--- src/rtl/commit_trace_unit.sv ---
// commit_trace_unit: packs each committed instruction into a 38-bit trace record,
// buffers records in a DEPTH-entry FIFO drained over valid/ready, and keeps cycle,
// instruction and drop counters. Define TRACE_CACHE_STATS_EN to add cache event counters.
module commit_trace_unit #(
  parameter int unsigned DEPTH = 8,
  parameter int unsigned CNT_W = 32
) (
  input  logic             clk,
  input  logic             rst_n,
  input  logic             c_reg_wr_i,
  input  logic [2:0]       c_reg_sel_i,
  input  logic [15:0]      c_reg_data_i,
  input  logic             c_mem_rd_i,
  input  logic             c_mem_wr_i,
  input  logic [15:0]      c_mem_addr_i,
  input  logic [15:0]      c_mem_wdata_i,
  input  logic [15:0]      c_mem_rdata_i,
  input  logic             c_halt_i,
  input  logic             c_icache_req_i,
  input  logic             c_icache_hit_i,
  input  logic             c_dcache_req_i,
  input  logic             c_dcache_hit_i,
  output logic             trc_valid_o,
  input  logic             trc_ready_i,
  output logic [37:0]      trc_data_o,
  output logic             halted_o,
  output logic             overflow_o,
  output logic [15:0]      drop_count_o,
`ifdef TRACE_CACHE_STATS_EN
  output logic [CNT_W-1:0] icache_req_count_o,
  output logic [CNT_W-1:0] icache_hit_count_o,
  output logic [CNT_W-1:0] dcache_req_count_o,
  output logic [CNT_W-1:0] dcache_hit_count_o,
`endif
  output logic [CNT_W-1:0] cycle_count_o,
  output logic [CNT_W-1:0] inst_count_o
);

  localparam int unsigned AW = $clog2(DEPTH);

  logic [37:0]      mem_q [DEPTH];
  logic [AW:0]      wr_ptr_q, wr_ptr_d, rd_ptr_q, rd_ptr_d;
  logic             halted_q, halted_d;
  logic             overflow_q, overflow_d;
  logic [15:0]      drop_q, drop_d;
  logic [CNT_W-1:0] cycle_q, cycle_d, inst_q, inst_d;

  logic        active, full, empty, pop, push, drop;
  logic [1:0]  rec_type;
  logic [2:0]  rec_reg;
  logic [15:0] rec_addr, rec_data;
  logic [37:0] rec;

  assign active = (c_reg_wr_i | c_mem_rd_i | c_mem_wr_i | c_halt_i) & ~halted_q;
  assign empty  = (wr_ptr_q == rd_ptr_q);
  assign full   = (wr_ptr_q[AW] != rd_ptr_q[AW]) && (wr_ptr_q[AW-1:0] == rd_ptr_q[AW-1:0]);
  assign pop    = ~empty & trc_ready_i;
  // A pop on the same edge frees the slot, so a push into a full FIFO still lands.
  assign push   = active & (~full | pop);
  assign drop   = active & full & ~pop;

  // Record field selection; store beats load beats register write beats bare halt.
  always_comb begin
    rec_type = 2'b11;
    rec_reg  = 3'd0;
    rec_addr = 16'h0000;
    rec_data = 16'h0000;
    if (c_mem_wr_i) begin
      rec_type = 2'b10;
      rec_addr = c_mem_addr_i;
      rec_data = c_mem_wdata_i;
    end else if (c_mem_rd_i) begin
      rec_type = 2'b01;
      rec_addr = c_mem_addr_i;
      rec_data = c_mem_rdata_i;
      rec_reg  = c_reg_wr_i ? c_reg_sel_i : 3'd0;
    end else if (c_reg_wr_i) begin
      rec_type = 2'b00;
      rec_reg  = c_reg_sel_i;
      rec_data = c_reg_data_i;
    end
  end

  assign rec = {c_halt_i, rec_type, rec_reg, rec_addr, rec_data};

  // Next-state for pointers, sticky flags and counters.
  always_comb begin
    wr_ptr_d   = wr_ptr_q;
    rd_ptr_d   = rd_ptr_q;
    halted_d   = halted_q;
    overflow_d = overflow_q;
    drop_d     = drop_q;
    cycle_d    = cycle_q;
    inst_d     = inst_q;
    if (push) wr_ptr_d = wr_ptr_q + 1'b1;
    if (pop)  rd_ptr_d = rd_ptr_q + 1'b1;
    if (drop) begin
      overflow_d = 1'b1;
      if (drop_q != 16'hFFFF) drop_d = drop_q + 16'd1;
    end
    if (!halted_q) cycle_d = cycle_q + CNT_W'(1);
    if (active && (c_halt_i || c_reg_wr_i || c_mem_wr_i)) inst_d = inst_q + CNT_W'(1);
    if (active && c_halt_i) halted_d = 1'b1;
  end

  // State registers; reset discards any buffered records.
  always_ff @(posedge clk or negedge rst_n) begin
    if (!rst_n) begin
      wr_ptr_q   <= '0;
      rd_ptr_q   <= '0;
      halted_q   <= 1'b0;
      overflow_q <= 1'b0;
      drop_q     <= 16'h0000;
      cycle_q    <= '0;
      inst_q     <= '0;
    end else begin
      wr_ptr_q   <= wr_ptr_d;
      rd_ptr_q   <= rd_ptr_d;
      halted_q   <= halted_d;
      overflow_q <= overflow_d;
      drop_q     <= drop_d;
      cycle_q    <= cycle_d;
      inst_q     <= inst_d;
    end
  end

  // FIFO storage; contents are only observable through valid pointers, so no reset.
  always_ff @(posedge clk) begin
    if (push) mem_q[wr_ptr_q[AW-1:0]] <= rec;
  end

  assign trc_valid_o   = ~empty;
  assign trc_data_o    = empty ? 38'd0 : mem_q[rd_ptr_q[AW-1:0]];
  assign halted_o      = halted_q;
  assign overflow_o    = overflow_q;
  assign drop_count_o  = drop_q;
  assign cycle_count_o = cycle_q;
  assign inst_count_o  = inst_q;

`ifdef TRACE_CACHE_STATS_EN
  logic [CNT_W-1:0] ireq_q, ihit_q, dreq_q, dhit_q;

  // Cache event counters, frozen once halted.
  always_ff @(posedge clk or negedge rst_n) begin
    if (!rst_n) begin
      ireq_q <= '0;
      ihit_q <= '0;
      dreq_q <= '0;
      dhit_q <= '0;
    end else if (!halted_q) begin
      if (c_icache_req_i) ireq_q <= ireq_q + CNT_W'(1);
      if (c_icache_hit_i) ihit_q <= ihit_q + CNT_W'(1);
      if (c_dcache_req_i) dreq_q <= dreq_q + CNT_W'(1);
      if (c_dcache_hit_i) dhit_q <= dhit_q + CNT_W'(1);
    end
  end

  assign icache_req_count_o = ireq_q;
  assign icache_hit_count_o = ihit_q;
  assign dcache_req_count_o = dreq_q;
  assign dcache_hit_count_o = dhit_q;
`else
  logic unused_cache;
  assign unused_cache = c_icache_req_i ^ c_icache_hit_i ^ c_dcache_req_i ^ c_dcache_hit_i;
`endif

endmodule

--- config.mk ---
export PLATFORM = sky130hd
export DESIGN_NAME = commit_trace_unit
export DESIGN_NICKNAME = d
export VERILOG_FILES = /design/src/rtl/commit_trace_unit.sv
export SDC_FILE = /design/constraint.sdc
export NUM_CORES = 1
export LEC_CHECK = 0
export ABC_AREA = 1
export CORE_ASPECT_RATIO = 1.5
export CORE_UTILIZATION = 55
export DETAILED_ROUTE_END_ITERATION = 10
export DONT_BUFFER_PORTS = 1
export PLACE_DENSITY = 0.77
export SLEW_MARGIN = 10
export SYNTH_ARGS = -nofsm -noshare
export SYNTH_HDL_FRONTEND = slang
export SYNTH_SLANG_ARGS = --single-unit
--- constraint.sdc ---
create_clock -name clk -period 4.2 [get_ports clk]
set_input_delay 0.84 -clock clk [delete_from_list [all_inputs] [get_ports clk]]
set_output_delay 0.84 -clock clk [all_outputs]
set_load 0.03 [all_outputs]
Word-level counts from Yosys, hierarchy flattened --
Memory sizes are Yosys's and may differ from the RTL's. Index checks and enable logic that the tools add are counted.
Storage, ports and cells: bits of input ports 78, memories 1, register bits after elaboration 90, RAM bits 304, word-level logic and storage cells 49
Memories:
- mem_q | depth 8, width 38, read ports 1, clocked after Yosys merged registers in 0, write ports 1, RTL line 41 | logic [37:0] mem_q [DEPTH];
Cells by class: reductions and logical operators 6, $add $sub $neg 5, multiplexer cells 13, eq/ne operators 4, bitwise gates (word level) 13
Operators by type and width (number):
- 16-bit two-way mux | 5
- 32-bit by 1-bit adder with 32-bit output (second input constant) | 2
- 38-bit two-way mux | 1
- 16-bit by 1-bit adder with 16-bit output (second input constant) | 1
- 16-bit != test (second input constant) | 1
- 4-bit by 1-bit adder with 4-bit output (second input constant) | 2
- 2-bit two-way mux | 3
- 3-bit two-way mux | 2
- 1-bit bitwise AND | 5
- 4-bit == test | 1
- 1-bit NOT | 4
- 1-bit bitwise OR | 4
- 3-bit == test | 1
- 1-bit logical AND | 3
- 1-bit logical OR | 2
- 1-bit two-way mux | 2
- 2-bit AND reduction | 1
- 1-bit != test | 1

Logic depth before layout (Yosys ltp) --
Gate-level depths: netlist (run 1).
depth after elaboration 7, depth in mapped cells 11

Worst setup path after synthesis (run 1) --
Ideal clock, no wire load.
path type input-to-reg, from input port c_mem_rd_i, to memory mem_q[3][0], enable pin, data required time 3.719 ns, data arrival time 4.147 ns, cell stages on the path 7, setup slack -0.428 ns, cells stage by stage buf_2 nor2_4 nand3_1 nand2_1 inv_1 nand2_1 nor3_1
Between the ends: longest elaborated chain between the ends 7
Ends and longest elaborated chain:
- start: declaration | RTL line 13 | input logic c_mem_rd_i,
- 1-bit bitwise OR (3 in a row) | RTL line 54 | assign active = (c_reg_wr_i | c_mem_rd_i | c_mem_wr_i | c_halt_i) & ~halted_q;
- 1-bit bitwise AND | RTL line 54
- 1-bit bitwise AND | RTL line 59 | assign push = active & (~full | pop);
- 1-bit two-way mux | RTL line 129 | if (push) mem_q[wr_ptr_q[AW-1:0]] <= rec;
- 1-bit two-way mux (implied by the code) | RTL line 129
- end: declaration | RTL line 41
No other way between the ends.

Worst setup path in the final report (run 1) --
from register rd_ptr_q[1], to output port trc_data_o[36]
Between the ends: longest elaborated chain between the ends 2, elaborated cells between the ends (all ways) 3, those cells by class eq/ne: 1; mux: 1; memory: 1
Ends and longest elaborated chain:
- start: declaration | RTL line 42 | logic [AW:0] wr_ptr_q, wr_ptr_d, rd_ptr_q, rd_ptr_d;
- start signal: assignment | RTL line 118 | rd_ptr_q <= rd_ptr_d;
- memory read 8 x 38 bit / 4-bit == test (equally long branches)
- 38-bit two-way mux (*) | RTL line 133 | assign trc_data_o = empty ? 38'd0 : mem_q[rd_ptr_q[AW-1:0]];
- end: declaration | RTL line 25 | output logic [37:0] trc_data_o,
Mark *: on every way between the ends. The rest lies on a longest branch, timed or not.

==> impl_metrics.env, run 1 <==
export IMPL_status="finished clean"
export IMPL_rsz0062_at_grt="no"
export IMPL_clk_latency_ps=540
export IMPL_syn_nets=1726
export IMPL_portBuffers=0
export IMPL_grt_overflow=0
export IMPL_dr_pass1_iters=6
export IMPL_clk_transition_reported_paths_ps=70
export IMPL_area_growth_pct=12.0
export IMPL_synth_area_um2=17300
export IMPL_gp_congestion=0.897
export IMPL_wl_um=41100
export IMPL_critPathKind="reg2out"
export IMPL_drtAntennaViolNets=0
export IMPL_cts_setup_buffers=0
export IMPL_finalSetupViolCount=0
export IMPL_dpl_hpwl_um=24100
export IMPL_cts_resized=0
export IMPL_antenna_found_initial=0
export IMPL_cts_hold_buffers=1
export IMPL_cts_sinks=394
export IMPL_placed_cell_area_um2=18000
export IMPL_ys_ff_latch=394
export IMPL_placed_cells=2031
export IMPL_synth_area_mux_share_pct=0
export IMPL_synthXorXnorAreaFrac_pct=2.84
export IMPL_final_nets=1749
export IMPL_ys_seq_area_share_pct=65.8
export IMPL_synth_top_family_by_area="simple AND/OR/NAND/NOR gates"
export IMPL_stdcell_count=2099
export IMPL_ys_warn_count=0
export IMPL_dieWidth_um=147
export IMPL_grt_usage_pct=25.6
export IMPL_htree_levels=2
export IMPL_clock_skew_ps=16.6
export IMPL_synthAdderAreaFrac_pct=0.362
export IMPL_cts_buffers_inserted=37
export IMPL_start_util_pct=55.9
export IMPL_fillCellCount=2325
export IMPL_grt_pass1_vias=12153
export IMPL_drt_iter0_markers=1019
export IMPL_yosys_cell_types_count=35
export IMPL_io_pins=199
export IMPL_clock_path_buffers=3
export IMPL_grt_max_degree=156
export IMPL_drv_cap=0
export IMPL_fmax_ghz=0.266
export IMPL_end_kind="output pin"
export IMPL_p_leak_nw=7.02
export IMPL_multiInputGateArea_um2=5280
export IMPL_slew_headroom_pct=17.9
export IMPL_grt_pass1_wl_um=63300
export IMPL_cts_root_buf="clkbuf_16"
export IMPL_vias_per_cell=5.90
export IMPL_slew_violations=0
export IMPL_coreArea_um2=30900
export IMPL_insertedDiodeCount=0
export IMPL_worst_pin_slew_ps=1220
export IMPL_die_h_um=219
export IMPL_synth_compound_area_share_pct=9.77
export IMPL_hold_path_class="in2async"
export IMPL_critPathMaxFanout=77
export IMPL_die_area_um2=32200
export IMPL_register_area_um2=11400
export IMPL_cts_tree="yes"
export IMPL_core_rowCount=79
export IMPL_arrival_ps=2910
export IMPL_drcViolationCount=0
export IMPL_drive_gt1_share_pct=9.68
export IMPL_worst_ir_drop_vdd_mv=0.563
export IMPL_whs_ps=220
export IMPL_hold_viol=0
export IMPL_postLayoutCellArea_um2=19400
export IMPL_synth_simple_area_share_pct=17.3
export IMPL_period_needed_ps=3750
export IMPL_syn_area_per_cell_um2=10.5
export IMPL_fin_crit_sh_pct=89.4
export IMPL_start_kind="register"
export IMPL_synth_cells=1643
export IMPL_vias=12378
export IMPL_p_per_area_nw_per_um2=598
export IMPL_routedWlPerCell_um=19.6
export IMPL_cp_required_ps=3360
flip-flops by register name, summed over array words and instances (netlist names):
signal,count
cycle_count_o,32
drop_count_o,16
inst_count_o,32
mem_q,304
wr_ptr_q,4
rd_ptr_q,4
halted_o,1
overflow_o,1
metal layers:
metal / vias up / share of wire, % / GRT usage [%]
li1: 5722 / - / -
met1: 5975 / 37 / 30.1
met2: 590 / 52 / 45.7
met3: 91 / 8.3 / 5.05
met4: 0 / 3.1 / 10.6
met5: - / 0 / 0
worst max-delay path, stage by stage (launching register included):
cell	delay, ps
dfrtp_2	570
inv_2	110
buf_4	670
o21ai_0	270
o22ai_1	210
o21ai_1	80
nor2_1	240
buf_4	220
final timing paths:
check | slack [ps] | from | depth (start not counted) | to
worst min-delay path | 220 | rst_n | 1 | drop_count_o[0]
worst max register to register | 1110 | rd_ptr_q[0] | 9 | mem_q[5][29]
worst max-delay path | 450 | rd_ptr_q[1] | 7 | trc_data_o[36]
max in group asynchronous | 3600 | rst_n | 1 | inst_count_o[26]
worst min register to register | 530 | wr_ptr_q[3] | 2 | wr_ptr_q[3]
min in group clk | 400 | c_halt_i | 0 | mem_q[6][37]
layout by cell type (no fill, tap or decap), types with 3 or more instances in the layout:
cell type,instances
nor2_1,332
edfxtp_1,304
nand2_1,258
o21ai_0,195
dfrtp_1,87
inv_1,82
o22ai_1,76
buf_4,53
clkbuf_16,39
nand3_1,38
xor2_1,31
nand4_1,30
xnor2_1,25
o21ai_1,19
a22oi_1,16
nor2_2,12
nor2_4,9
nand3b_1,8
clkinv_1,8
nor3_1,7
bufinv_16,7
inv_2,6
buf_12,6
nor3_2,5
ha_1,5
nand2_2,4
a21oi_1,3
nand3_2,3
inv_6,3
clkbuf_1,3
where the power goes:
part	switching [W]	internal [W]	leakage, nW	total (W)
sequential	0.0000647	0.00425	3.77	0.00431
clock	0.00145	0.00214	0.632	0.00359
combinational	0.00256	0.00112	2.61	0.00368
total	0.00408	0.00750	7.02	0.0116
layout make-up:
| class | count | share of cell area (%) |
|---|---|---|
| Sequential cell | 394 | 58.8 |
| Multi-Input combinational cell | 1083 | 27.2 |
| Clock buffer | 42 | 5.10 |
| Timing Repair Buffer | 60 | 2.82 |
| Tap cell | 405 | 2.62 |
| Inverter | 90 | 1.77 |
| Clock inverter | 25 | 1.65 |
cells in the mapped netlist (all sizes together):
| cell type | n | area [µm²] |
|---|---|---|
| ha | 5 | 62.6 |
| nand3 | 42 | 238 |
| nor3 | 12 | 70.1 |
| nand3b | 8 | 60.1 |
| nor2 | 353 | 1390 |
| buf | 25 | 151 |
| xor2 | 31 | 272 |
| dfrtp | 90 | 2250 |
| nand2 | 263 | 1000 |
| o21ai | 214 | 1070 |
| xnor2 | 25 | 219 |
| a21o | 1 | 7.51 |
| o22ai | 76 | 475 |
| and2 | 2 | 12.5 |
| edfxtp | 304 | 9130 |
| a21oi | 3 | 15.0 |
| nand4 | 32 | 213 |
| a22oi | 16 | 120 |
| inv | 90 | 340 |
| clkbuf | 51 | 193 |
kinds of logic after synthesis:
| group | Yosys count |
|---|---|
| AND/OR/NAND/NOR | 712 |
| adder cells (fa/ha/maj) | 5 |
| flip-flops | 394 |
| buffers and inverters | 166 |
| XOR/XNOR | 56 |
| AO/OA/AOI/OAI | 310 |
stage by stage:
stage	setup slack (ps)	utilization (%)	total power [W]	setup TNS, ps
floorplan	-428	-	0.00683	-48730
global placement	1080	58.3	0.00794	0
detailed placement	1040	58.3	0.00804	0
CTS	432	62.6	0.0116	0
global route	300	62.6	0.0120	0
finish	446	62.6	0.0116	0
No activity file was read; power rests on OpenSTA's default activity.
==> inputs of run 2 (changes only) <==
- PLACE_DENSITY: 0.77 -> 0.74
- clock period: 4.2 -> 4 ns (I/O delays scaled with it)
==> run 2 against run 1 <==
  * Clock skew increased by 6.6 ps
  * Combinational power increased by 5%
  * Count of clock-buffer cells in the layout increased by 2
==> impl_metrics.env, run 2 (synthesis gave the netlist of run 1 again) <==
export IMPL_p_leak_nw=6.98
export IMPL_cts_tree="yes"
export IMPL_r2r_start="rd_ptr_q[0]"
export IMPL_tns_ps=0
export IMPL_dpl_hpwl_um=24400
export IMPL_critPathKind="reg2out"
export IMPL_core_rowCount=79
export IMPL_insertedDiodeCount=0
export IMPL_grt_max_degree=156
export IMPL_grt_pass1_vias=12176
export IMPL_drtAntennaViolNets=0
export IMPL_worst_pin_slew_ps=1040
export IMPL_start_util_pct=55.9
export IMPL_postLayoutCoreUtil_pct=62.3
export IMPL_finalSetupViolCount=0
export IMPL_vias=12232
export IMPL_area_growth_pct=11.5
export IMPL_cp_required_ps=3200
export IMPL_hold_path_class="in2async"
export IMPL_die_area_um2=32200
export IMPL_cts_resized=0
export IMPL_drt_iter0_markers=868
export IMPL_rsz0062_at_grt="no"
export IMPL_routedWlPerCell_um=19.4
export IMPL_r2r_end="mem_q[2][28]"
export IMPL_cts_sinks=394
export IMPL_start_kind="register"
export IMPL_dr_pass1_iters=5
export IMPL_clock_path_buffers=3
export IMPL_period_needed_ps=3560
export IMPL_end_kind="output pin"
export IMPL_cts_buffers_inserted=36
export IMPL_arrival_ps=2760
export IMPL_final_nets=1752
export IMPL_layout_common_cells="nor2_1 (331), edfxtp_1 (304), nand2_1 (258), o21ai_0 (195), dfrtp_1 (87)"
export IMPL_worst_ir_drop_vdd_mv=0.317
export IMPL_drive_gt1_share_pct=9.78
export IMPL_fin_crit_sh_pct=89.1
export IMPL_die_h_um=219
export IMPL_grt_usage_pct=25.7
export IMPL_gp_congestion=0.819
export IMPL_io_pins=199
export IMPL_grt_overflow=0
export IMPL_fmax_ghz=0.281
export IMPL_antenna_found_initial=0
export IMPL_drcViolationCount=0
export IMPL_p_per_area_nw_per_um2=613
export IMPL_htree_levels=2
export IMPL_wl_um=40800
export IMPL_fillCellCount=2407
export IMPL_dieWidth_um=147
export IMPL_vias_per_cell=5.82
export IMPL_critPathMaxFanout=155
export IMPL_reg2reg_depth=9
export IMPL_coreArea_um2=30900
export IMPL_drv_cap=0
export IMPL_slew_headroom_pct=29.6
export IMPL_status="finished clean"
export IMPL_portBuffers=0
export IMPL_layout_commonest_cell="nor2_1"
export IMPL_cts_root_buf="clkbuf_16"
export IMPL_clock_skew_ps=23.2
export IMPL_postLayoutCellArea_um2=19300
export IMPL_largest_register_ffs=304
export IMPL_r2r_setup_slack_ps=1290
export IMPL_hold_viol=0
export IMPL_placed_cell_area_um2=18100
export IMPL_grt_pass1_wl_um=63800
export IMPL_slew_violations=0
export IMPL_clk_transition_reported_paths_ps=70
export IMPL_clk_latency_ps=540
-- run 2: cell types whose count changed in the layout (fill, tap and decap cells not counted) --
cell	change
inv_8	-1
clkinv_4	-2
clkinv_2	+6
buf_4	+4
bufinv_16	-4
clkinv_1	+1
inv_6	-3
clkinv_8	+1
clkinvlp_4	-1
nor2_2	+1
clkbuf_8	+2
nor2_1	-1
clkbuf_1	+1
clkbuf_16	-1
-- run 2: power breakdown --
group	total [W]	internal [W]	leakage, nW	switching [W]
registers	0.00452	0.00446	3.77	0.0000618
logic	0.00386	0.00118	2.63	0.00268
clock network	0.00343	0.00197	0.582	0.00147
-- run 2: timing repair --
item                      4_1_cts  5_1_grt
hold buffers                    1        0
hold endpoints to repair       90        0
setup buffers                   0        0
-- run 2: worst max-delay path: stages (launching register included) --
cell and delay, ps:
dfrtp_4 440, buf_12 470, nand2_1 110, nand2_1 150
inv_2 40, nor2_2 110, nand2_2 230, buf_4 310
o21ai_1 110, nor2_1 80, buf_4 170
-- run 2: through the flow --
step | std cells | hold slack [ps] | total power, W | setup WS [ps]
finish | 2102 | 201 | 0.0118 | 437
global route | 2102 | 214 | 0.0124 | 231
CTS | 2102 | 198 | 0.0119 | 373
detailed placement | 2035 | 487 | 0.00845 | 945
global placement | 2035 | 489 | 0.00835 | 984
floorplan | 1643 | 464 | 0.00717 | -588
-- run 2: worst max-delay path by stage --
stage / startpoint / end / slack, ps / depth (start not counted)
detailed placement: rd_ptr_q[0] / trc_data_o[33] / 940 / 10
CTS: rd_ptr_q[0] / trc_data_o[33] / 370 / 10
floorplan: c_mem_rd_i / mem_q[3][0] / -590 / 7
finish: rd_ptr_q[0] / trc_data_o[33] / 440 / 10
global route: rd_ptr_q[0] / trc_data_o[34] / 230 / 10
global placement: rd_ptr_q[0] / trc_data_o[36] / 980 / 10
-- run 2: layer usage --
metal	routed length, µm	track usage, %	vias up
met5	0	0	-
met4	1360	10.5	0
met3	3160	5.55	82
met2	21000	45.5	491
met1	15200	30.3	5933
li1	-	-	5726
-- run 2: final cells by class --
type | instances | area (µm²) | share of cell area [%]
Tap cell | 405 | 507 | 2.63
Multi-Input combinational cell | 1083 | 5280 | 27.4
Sequential cell | 394 | 11400 | 59.1
Timing Repair Buffer | 64 | 576 | 2.99
Clock inverter | 22 | 188 | 0.974
Inverter | 90 | 343 | 1.78
Clock buffer | 44 | 993 | 5.15
